--- config.mk ---
export PLATFORM = sky130hd
export DESIGN_NAME = clasificador_vc_flat
export DESIGN_NICKNAME = d
export VERILOG_FILES = /design/src/rtl/clasificador_vc_if.sv /design/src/rtl/clasificador_vc.sv /design/src/flat_wrapper.sv
export SDC_FILE = /design/constraint.sdc
export NUM_CORES = 1
export LEC_CHECK = 0
export CORE_MARGIN = 5
export CORE_UTILIZATION = 39
export DETAILED_ROUTE_END_ITERATION = 16
export PLACE_DENSITY = 0.94
export SLEW_MARGIN = 20
export SYNTH_ARGS = -nofsm -noshare
export SYNTH_HDL_FRONTEND = slang
export SYNTH_SLANG_ARGS = --single-unit
--- constraint.sdc ---
create_clock -name clk -period 2.3 [get_ports clk]
set_input_delay 0.23 -clock clk [delete_from_list [all_inputs] [get_ports clk]]
set_output_delay 0.23 -clock clk [all_outputs]
set_load 0.03 [all_outputs]
--- src/rtl/clasificador_vc_if.sv ---
// Ingress-to-VC bus: main FIFO read port plus the VC0/VC1 FIFO write ports and status.
// master = classifier side, slave = FIFO/environment side.
interface clasificador_vc_if #(
  parameter int DATA_W = 6
);
  logic [DATA_W-1:0] main_data;
  logic              main_empty;
  logic              main_pop;
  logic              VC0_almost_full;
  logic              VC1_almost_full;
  logic              VC0_full;
  logic              VC1_full;
  logic              VC0_push;
  logic              VC1_push;
  logic [DATA_W-1:0] VC0_data;
  logic [DATA_W-1:0] VC1_data;

  modport master (
    input  main_data, main_empty,
    input  VC0_almost_full, VC1_almost_full, VC0_full, VC1_full,
    output main_pop,
    output VC0_push, VC1_push, VC0_data, VC1_data
  );

  modport slave (
    output main_data, main_empty,
    output VC0_almost_full, VC1_almost_full, VC0_full, VC1_full,
    input  main_pop,
    input  VC0_push, VC1_push, VC0_data, VC1_data
  );
endinterface

--- src/rtl/clasificador_vc.sv ---
// Splits the ingress word stream into VC0/VC1 by class bit; counters under CLASIFICADOR_CONTADORES_EN.
// Pop to push is 2 cycles; pops stop while either VC is almost full (2 words may still land).
module clasificador_vc #(
  parameter int DATA_W    = 6,
  parameter int CLASS_BIT = 5,
  parameter int CNT_W     = 8
) (
  input  logic                clk,
  input  logic                reset,
  clasificador_vc_if.master   vc_bus,
  output logic [CNT_W-1:0]    cnt_VC0,
  output logic [CNT_W-1:0]    cnt_VC1,
  output logic                overflow_err,
  output logic                idle
);

  localparam logic [1:0] IDLE   = 2'b00;
  localparam logic [1:0] ACTIVE = 2'b01;
  localparam logic [1:0] STALL  = 2'b10;

  logic [1:0] state;
  logic [1:0] state_nxt;
  logic       pop_delay;
  logic       any_af;
  logic       word_vc;

  // The class is unknown before the read, so either almost-full blocks the pop.
  assign any_af          = vc_bus.VC0_almost_full | vc_bus.VC1_almost_full;
  assign vc_bus.main_pop = !reset && !vc_bus.main_empty && !any_af;
  assign word_vc         = vc_bus.main_data[CLASS_BIT];

  always_ff @(posedge clk) begin
    if (reset) begin
      pop_delay       <= 1'b0;
      vc_bus.VC0_push <= 1'b0;
      vc_bus.VC1_push <= 1'b0;
      vc_bus.VC0_data <= '0;
      vc_bus.VC1_data <= '0;
      overflow_err    <= 1'b0;
    end else begin
      pop_delay       <= vc_bus.main_pop;
      vc_bus.VC0_push <= 1'b0;
      vc_bus.VC1_push <= 1'b0;
      if (pop_delay) begin
        if (!word_vc) begin
          vc_bus.VC0_data <= vc_bus.main_data;
          vc_bus.VC0_push <= !vc_bus.VC0_full;
          if (vc_bus.VC0_full) overflow_err <= 1'b1;
        end else begin
          vc_bus.VC1_data <= vc_bus.main_data;
          vc_bus.VC1_push <= !vc_bus.VC1_full;
          if (vc_bus.VC1_full) overflow_err <= 1'b1;
        end
      end
    end
  end

`ifdef CLASIFICADOR_CONTADORES_EN
  always_ff @(posedge clk) begin
    if (reset) begin
      cnt_VC0 <= '0;
      cnt_VC1 <= '0;
    end else begin
      if (vc_bus.VC0_push) cnt_VC0 <= cnt_VC0 + CNT_W'(1);
      if (vc_bus.VC1_push) cnt_VC1 <= cnt_VC1 + CNT_W'(1);
    end
  end
`else
  assign cnt_VC0 = '0;
  assign cnt_VC1 = '0;
`endif

  // Status-only FSM; main_pop does not depend on it.
  always_comb begin
    state_nxt = state;
    case (state)
      IDLE: begin
        if (!vc_bus.main_empty) state_nxt = any_af ? STALL : ACTIVE;
      end
      ACTIVE: begin
        if (any_af)                 state_nxt = STALL;
        else if (vc_bus.main_empty) state_nxt = IDLE;
      end
      STALL: begin
        if (!any_af) state_nxt = vc_bus.main_empty ? IDLE : ACTIVE;
      end
      default: state_nxt = IDLE;
    endcase
  end

  always_ff @(posedge clk) begin
    if (reset) state <= IDLE;
    else       state <= state_nxt;
  end

  assign idle = (state == IDLE);

endmodule

--- src/flat_wrapper.sv ---
// flat-port wrapper written by rule: the top's interface ports become plain ports
module clasificador_vc_flat 
#(
  parameter int DATA_W    = 6,
  parameter int CLASS_BIT = 5,
  parameter int CNT_W     = 8
)
  (clk, reset, cnt_VC0, cnt_VC1, overflow_err, idle, vc_bus_main_data, vc_bus_main_empty, vc_bus_VC0_almost_full, vc_bus_VC1_almost_full, vc_bus_VC0_full, vc_bus_VC1_full, vc_bus_main_pop, vc_bus_VC0_push, vc_bus_VC1_push, vc_bus_VC0_data, vc_bus_VC1_data);
  clasificador_vc_if #(.DATA_W(DATA_W)) vc_bus_i ();
  input  logic clk;
  input  logic reset;
  output logic [CNT_W-1:0] cnt_VC0;
  output logic [CNT_W-1:0] cnt_VC1;
  output logic overflow_err;
  output logic idle;
  input wire logic [$bits(vc_bus_i.main_data)-1:0] vc_bus_main_data;
  input wire logic [$bits(vc_bus_i.main_empty)-1:0] vc_bus_main_empty;
  input wire logic [$bits(vc_bus_i.VC0_almost_full)-1:0] vc_bus_VC0_almost_full;
  input wire logic [$bits(vc_bus_i.VC1_almost_full)-1:0] vc_bus_VC1_almost_full;
  input wire logic [$bits(vc_bus_i.VC0_full)-1:0] vc_bus_VC0_full;
  input wire logic [$bits(vc_bus_i.VC1_full)-1:0] vc_bus_VC1_full;
  output wire logic [$bits(vc_bus_i.main_pop)-1:0] vc_bus_main_pop;
  output wire logic [$bits(vc_bus_i.VC0_push)-1:0] vc_bus_VC0_push;
  output wire logic [$bits(vc_bus_i.VC1_push)-1:0] vc_bus_VC1_push;
  output wire logic [$bits(vc_bus_i.VC0_data)-1:0] vc_bus_VC0_data;
  output wire logic [$bits(vc_bus_i.VC1_data)-1:0] vc_bus_VC1_data;
  assign vc_bus_i.main_data = vc_bus_main_data;
  assign vc_bus_i.main_empty = vc_bus_main_empty;
  assign vc_bus_i.VC0_almost_full = vc_bus_VC0_almost_full;
  assign vc_bus_i.VC1_almost_full = vc_bus_VC1_almost_full;
  assign vc_bus_i.VC0_full = vc_bus_VC0_full;
  assign vc_bus_i.VC1_full = vc_bus_VC1_full;
  assign vc_bus_main_pop = vc_bus_i.main_pop;
  assign vc_bus_VC0_push = vc_bus_i.VC0_push;
  assign vc_bus_VC1_push = vc_bus_i.VC1_push;
  assign vc_bus_VC0_data = vc_bus_i.VC0_data;
  assign vc_bus_VC1_data = vc_bus_i.VC1_data;
  clasificador_vc #(.DATA_W(DATA_W), .CLASS_BIT(CLASS_BIT), .CNT_W(CNT_W)) u_core (.clk(clk), .reset(reset), .vc_bus(vc_bus_i), .cnt_VC0(cnt_VC0), .cnt_VC1(cnt_VC1), .overflow_err(overflow_err), .idle(idle));
endmodule
# Yosys cells after proc, flatten, opt, wreduce, memory -nomap -nowiden
# Cells that the tools add are included.
# op_classes
n_mux	10
reduce_logical	15
eq_ne	6
bitwise_logic	3
# ops
op	n
2-to-1 mux 2 bit	5
one-hot mux 2 bit (3 select lines)	1
AND reduction 3 bit	2
OR reduction 3 bit	2
zero test 1 bit	5
2-to-1 mux 1 bit	4
!= test 2 bit, second input constant	2
AND reduction 2 bit	2
!= test 3 x 2 -> 1 bit, second input constant	1
== test 2 x 1 -> 1 bit, second input constant	1
== test 2 bit, second input constant	1
logical AND 1 bit	2
zero test 2 bit	1
!= test 2 x 1 -> 1 bit, second input constant	1
NOT 1 bit	2
nonzero test 2 bit	1
OR 1 bit	1
# totals
output_inout_bits	33
register_bits	17
input_bits	13

# Depth between registers and ports, before layout
# logic_depth
ltp_word	4
mapped_depth	5
mapped_depth_nobuf	3

# Worst setup path before layout
# OpenSTA, ideal clock, no wires.
# synth_path
path_type	input port to flip-flop
start	in reset
end	reg u_core.state[0]
required_ns	2.224
t_arrival_ns	0.954
setup_ns	0.076
setup_slack_ns	1.271
path_buffers	1
cell_stages	3
path_cell_list	buf_2 -> nor4_4 -> a21boi_0
# synth_lines
element	line	source
start: declaration	flat_wrapper.sv:11	input logic reset;
end signal: assignment	clasificador_vc.sv:93	else state <= state_nxt;
end: declaration	clasificador_vc.sv:21	logic [1:0] state;

# Final worst setup path
# layout_path
start	in vc_bus_VC1_almost_full
end	out vc_bus_main_pop
# layout_between
elab_chain_cells	3
# layout_lines
element	line	source
start: declaration	flat_wrapper.sv:19	input wire logic [$bits(vc_bus_i.VC1_almost_full)-1:0] vc_bus_VC1_almost_full;
OR 1 bit	clasificador_vc.sv:28	assign any_af = vc_bus.VC0_almost_full | vc_bus.VC1_almost_full;
zero test 1 bit	clasificador_vc.sv:29	assign vc_bus.main_pop = !reset && !vc_bus.main_empty && !any_af;
logical AND 1 bit	clasificador_vc.sv:29	
end: declaration	flat_wrapper.sv:22	output wire logic [$bits(vc_bus_i.main_pop)-1:0] vc_bus_main_pop;
# No other way between the ends.

==> impl_metrics.py <==
metrics = {
    "outcome": {
        "outcome": "finished clean",
    },
    "cells_and_area": {
        "n_antenna_cell": 0,
        "finish.instance_area_um2": 1000,
        "area_growth_syn_to_layout_pct": 31.9,
        "fillCellCount": 192,
        "post_route_cells_drive_above_1_share_pct": 6.48,
        "nNetsFinal": 122,
        "finalNonFillerCells": 135,
        "utilization_after_layout_pct": 52.8,
    },
    "timing": {
        "finalWorstSetupSlack_ns": 0.341,
        "fin_crit_sh_pct": 85.2,
        "finalHoldWorstSlack_ns": 0.459,
        "maxClockFrequency_mhz": 510,
        "timing_max_transition_violations_final": 0,
        "post_route_minimum_period_ns": 1.96,
        "fin_tns_setup_ns": 0,
        "setup_violations": 0,
        "setup_repair_after_global_routing_missed_its_margin": "no",
        "finalHoldViolCount": 0,
        "final.setup_skew_ns": 0.00129,
    },
    "floorplan": {
        "die_height_um": 54.2,
        "initial_core_util_pct": 40.0,
        "fp.coreArea_um2": 1900,
        "rows": 16,
        "die-area_um2": 2930,
        "ios": 46,
        "chipWidth_um": 54.2,
    },
    "critical_path": {
        "critPathRequiredTime_ns": 2.07,
        "cp_max_fo": 3,
        "r2r-start": "u_core.pop_delay",
        "critPathSlowestCell": "sky130_fd_sc_hd__clkdlybuf4s50_1",
        "cpLargestDelayFamily": "buffers and inverters",
        "series_of_cell_instances_along_the_critical_path": "clkdlybuf4s50_1 -> nor4_4 -> clkdlybuf4s50_1",
        "cp-endpoint": "vc_bus_main_pop",
        "cpMostUsedCell": "sky130_fd_sc_hd__clkdlybuf4s50_1",
        "crit_cells": 3,
        "worst_r2r_path_depth": 3,
        "timing.setup.critical_path_class": "input port to primary output",
        "cp_data_arrival_time_ns": 1.73,
        "worst_path_largest_cell_delay_ns": 0.72,
        "crit_path_end_kind": "primary output",
        "worst-r2r-setup-slack_ns": 1.18,
        "crit_buf_inv": 2,
        "rr_endpoint": "u_core.vc_bus.VC1_data[2]",
        "crit_path_start_kind": "input port",
        "critPathLaunch": "vc_bus_VC1_almost_full",
    },
    "grt": {
        "globalRouteOverflowTotal": 0,
        "number_of_global_route_vias_before_repair": 562,
        "grt_antenna_before_repair": 0,
        "maximum_number_of_pins_on_one_net_before_global_route_repair": 17,
        "global_route.usage.total_pct": 11.0,
        "first_pass_grt_wire_length_mm": 2.33,
    },
    "pwr": {
        "total_power_uw": 563,
        "cellInternalPower_uw": 403,
        "cellPowerDensity_nw_per_um2": 561,
        "pwr-share-clk_pct": 27.3,
        "pwr-share-seq_pct": 54.0,
        "power.share.combinational_pct": 18.8,
        "vdd_drop_max_uv": 422,
        "leakage_nw": 0.416,
        "power.share.switching_pct": 28.4,
        "p_sw_uw": 160,
    },
    "detailed_routing": {
        "highest_layer": "met4",
        "number_of_drc_violations_after_detailed_routing": 0,
        "drt_initial_violations": 5,
        "drt-total-wl_mm": 1.57,
        "detail-route-antenna-nets": 0,
        "wl_met3_um": 191,
        "wl_per_cell_um": 11.6,
        "route.vias.total": 582,
        "route.layer.met1.wl_um": 584,
        "drt_pass1_iterations": 4,
        "dr_wl_met2_um": 782,
        "detail_route.vias_per_cell": 4.31,
    },
    "placement": {
        "io_buffers": 28,
        "dpl.hpwl_mm": 1.21,
        "finalWeightedCongestion": 0.633,
        "pre_cts_slack_ns": 0.337,
        "post-place-cells": 131,
        "placed_area_um2": 977,
    },
    "yosys": {
        "synthesis.area_um2": 761,
        "number_of_instances_in_the_synthesized_netlist": 81,
        "yosysSeqAreaShare_pct": 44.7,
        "synth_top_cells_by_area": "sky130_fd_sc_hd__dfxtp_1 (45%), sky130_fd_sc_hd__buf_4 (17%), sky130_fd_sc_hd__mux2i_1 (6.6%)",
        "post-synth-top-area-cell": "sky130_fd_sc_hd__dfxtp_1",
        "ys_ff_latch": 17,
        "yosys-top-cells-count": "sky130_fd_sc_hd__buf_4 (17), sky130_fd_sc_hd__dfxtp_1 (17), sky130_fd_sc_hd__a21oi_1 (9), sky130_fd_sc_hd__nor2_1 (8), sky130_fd_sc_hd__nand2_1 (6)",
        "ys_warn_count": 0,
        "post-synth-top-area-fraction_pct": 44.7,
        "synth_async_sr_flop_share_pct": 0,
        "postSynthAreaPerCell_um2": 9.39,
        "synthFlopType": "sky130_fd_sc_hd__dfxtp_1",
        "count_of_distinct_cell_types_in_the_synthesized_netlist": 17,
        "synth_enable_flop_cells": 0,
    },
    "clock_network": {
        "cts_repair_resize_count": 0,
        "numCtsBuffers": 3,
        "cts_root_buffer": "sky130_fd_sc_hd__clkbuf_4",
        "post_cts.repair.setup_buffers": 0,
        "post_cts_hold_buffer_count": 0,
        "tritoncts_num_sinks": 17,
        "htree_num_levels": 1,
        "maximum_count_of_clock_buffers_along_a_single_path": 2,
        "tritoncts": "built",
        "clk_pin_slew_worst_paths_ns": 0.09,
        "clock_insertion_delay_worst_skew_ns": 0.29,
    },
    "run": {
        "cap_violations": 0,
    },
    "worst_hold_path": {
        "hold_path_class": "flip-flop to flip-flop",
    },
}
[power groups by stage]
stage                     clock (mW)  combinational [mW]  sequential [mW]
after floorplan                    0              0.0855            0.315
after global routing           0.169               0.112            0.305
after global placement             0               0.103            0.310
after CTS                      0.162               0.105            0.304
final                          0.153               0.106            0.304
after detailed placement           0               0.104            0.311
[how the worst min path moves through the flow]
stage                         startpoint                         to  slack (ns)  cells past startpoint
2_1_floorplan     vc_bus_VC1_almost_full           u_core.pop_delay        0.31                      1
3_3_place_gp   u_core.vc_bus.VC1_data[4]  u_core.vc_bus.VC1_data[4]        0.44                      2
3_5_place_dp   u_core.vc_bus.VC1_data[4]  u_core.vc_bus.VC1_data[4]        0.45                      2
4_1_cts        u_core.vc_bus.VC1_data[4]  u_core.vc_bus.VC1_data[4]        0.46                      2
5_1_grt        u_core.vc_bus.VC1_data[3]  u_core.vc_bus.VC1_data[3]        0.49                      2
6_report       u_core.vc_bus.VC1_data[4]  u_core.vc_bus.VC1_data[4]        0.46                      2
[cells in the final DEF (no fill, tap or decap)]
master,netlist,final
sky130_fd_sc_hd__conb_1,1,17
sky130_fd_sc_hd__nand2_1,6,6
sky130_fd_sc_hd__buf_4,17,1
sky130_fd_sc_hd__nor3_1,2,2
sky130_fd_sc_hd__clkbuf_4,0,3
sky130_fd_sc_hd__nand3_1,5,5
sky130_fd_sc_hd__mux2_4,1,1
sky130_fd_sc_hd__nand2b_4,1,1
sky130_fd_sc_hd__clkbuf_1,0,1
sky130_fd_sc_hd__mux2i_1,5,5
sky130_fd_sc_hd__o21ai_0,1,1
sky130_fd_sc_hd__nor4_4,1,1
sky130_fd_sc_hd__dfxtp_1,17,17
sky130_fd_sc_hd__a21boi_0,1,1
sky130_fd_sc_hd__nor2_1,8,8
sky130_fd_sc_hd__a21oi_1,9,9
sky130_fd_sc_hd__nor4_1,1,1
sky130_fd_sc_hd__clkdlybuf4s50_1,0,28
[area by class of cell]
| class | count | area, µm² | area share [%] |
|---|---|---|---|
| clock buffer | 4 | 26.3 | 2.62 |
| multi-input combinational | 58 | 315 | 31.4 |
| sequential | 17 | 340 | 33.9 |
| tap | 27 | 33.8 | 3.37 |
| timing repair buffer | 29 | 288 | 28.7 |
[layer usage]
layer	track usage [%]	vias up
li1	-	285
met1	11.9	261
met2	19.5	34
met3	4.99	2
met4	2.49	0
met5	0	-
[sequential cells by signal (all words and copies together), names as in the netlist]
| signal | cells |
|---|---|
| u_core.state | 2 |
| u_core.vc_bus.VC1_push | 1 |
| u_core.vc_bus.VC0_push | 1 |
| u_core.pop_delay | 1 |
| u_core.vc_bus.VC1_data | 6 |
| u_core.vc_bus.VC0_data | 5 |
| u_core.overflow_err | 1 |
[worst min-delay path: cells and delay by family, from the launching register on]
kind             cells  cell delay, ns
flip-flops           1            0.32
AO/OA/AOI/OAI        1            0.05
AND/OR/NAND/NOR      1            0.05
[cell families after synthesis]
kind of cell | synth area share [%]
AND/OR/NAND/NOR | 16.9
buffers and inverters | 21.7
flip-flops | 44.7
AO/OA/AOI/OAI | 7.57
multiplexers | 8.55
other | 0.493
Note: power is estimated with default switching activity, not from simulation.
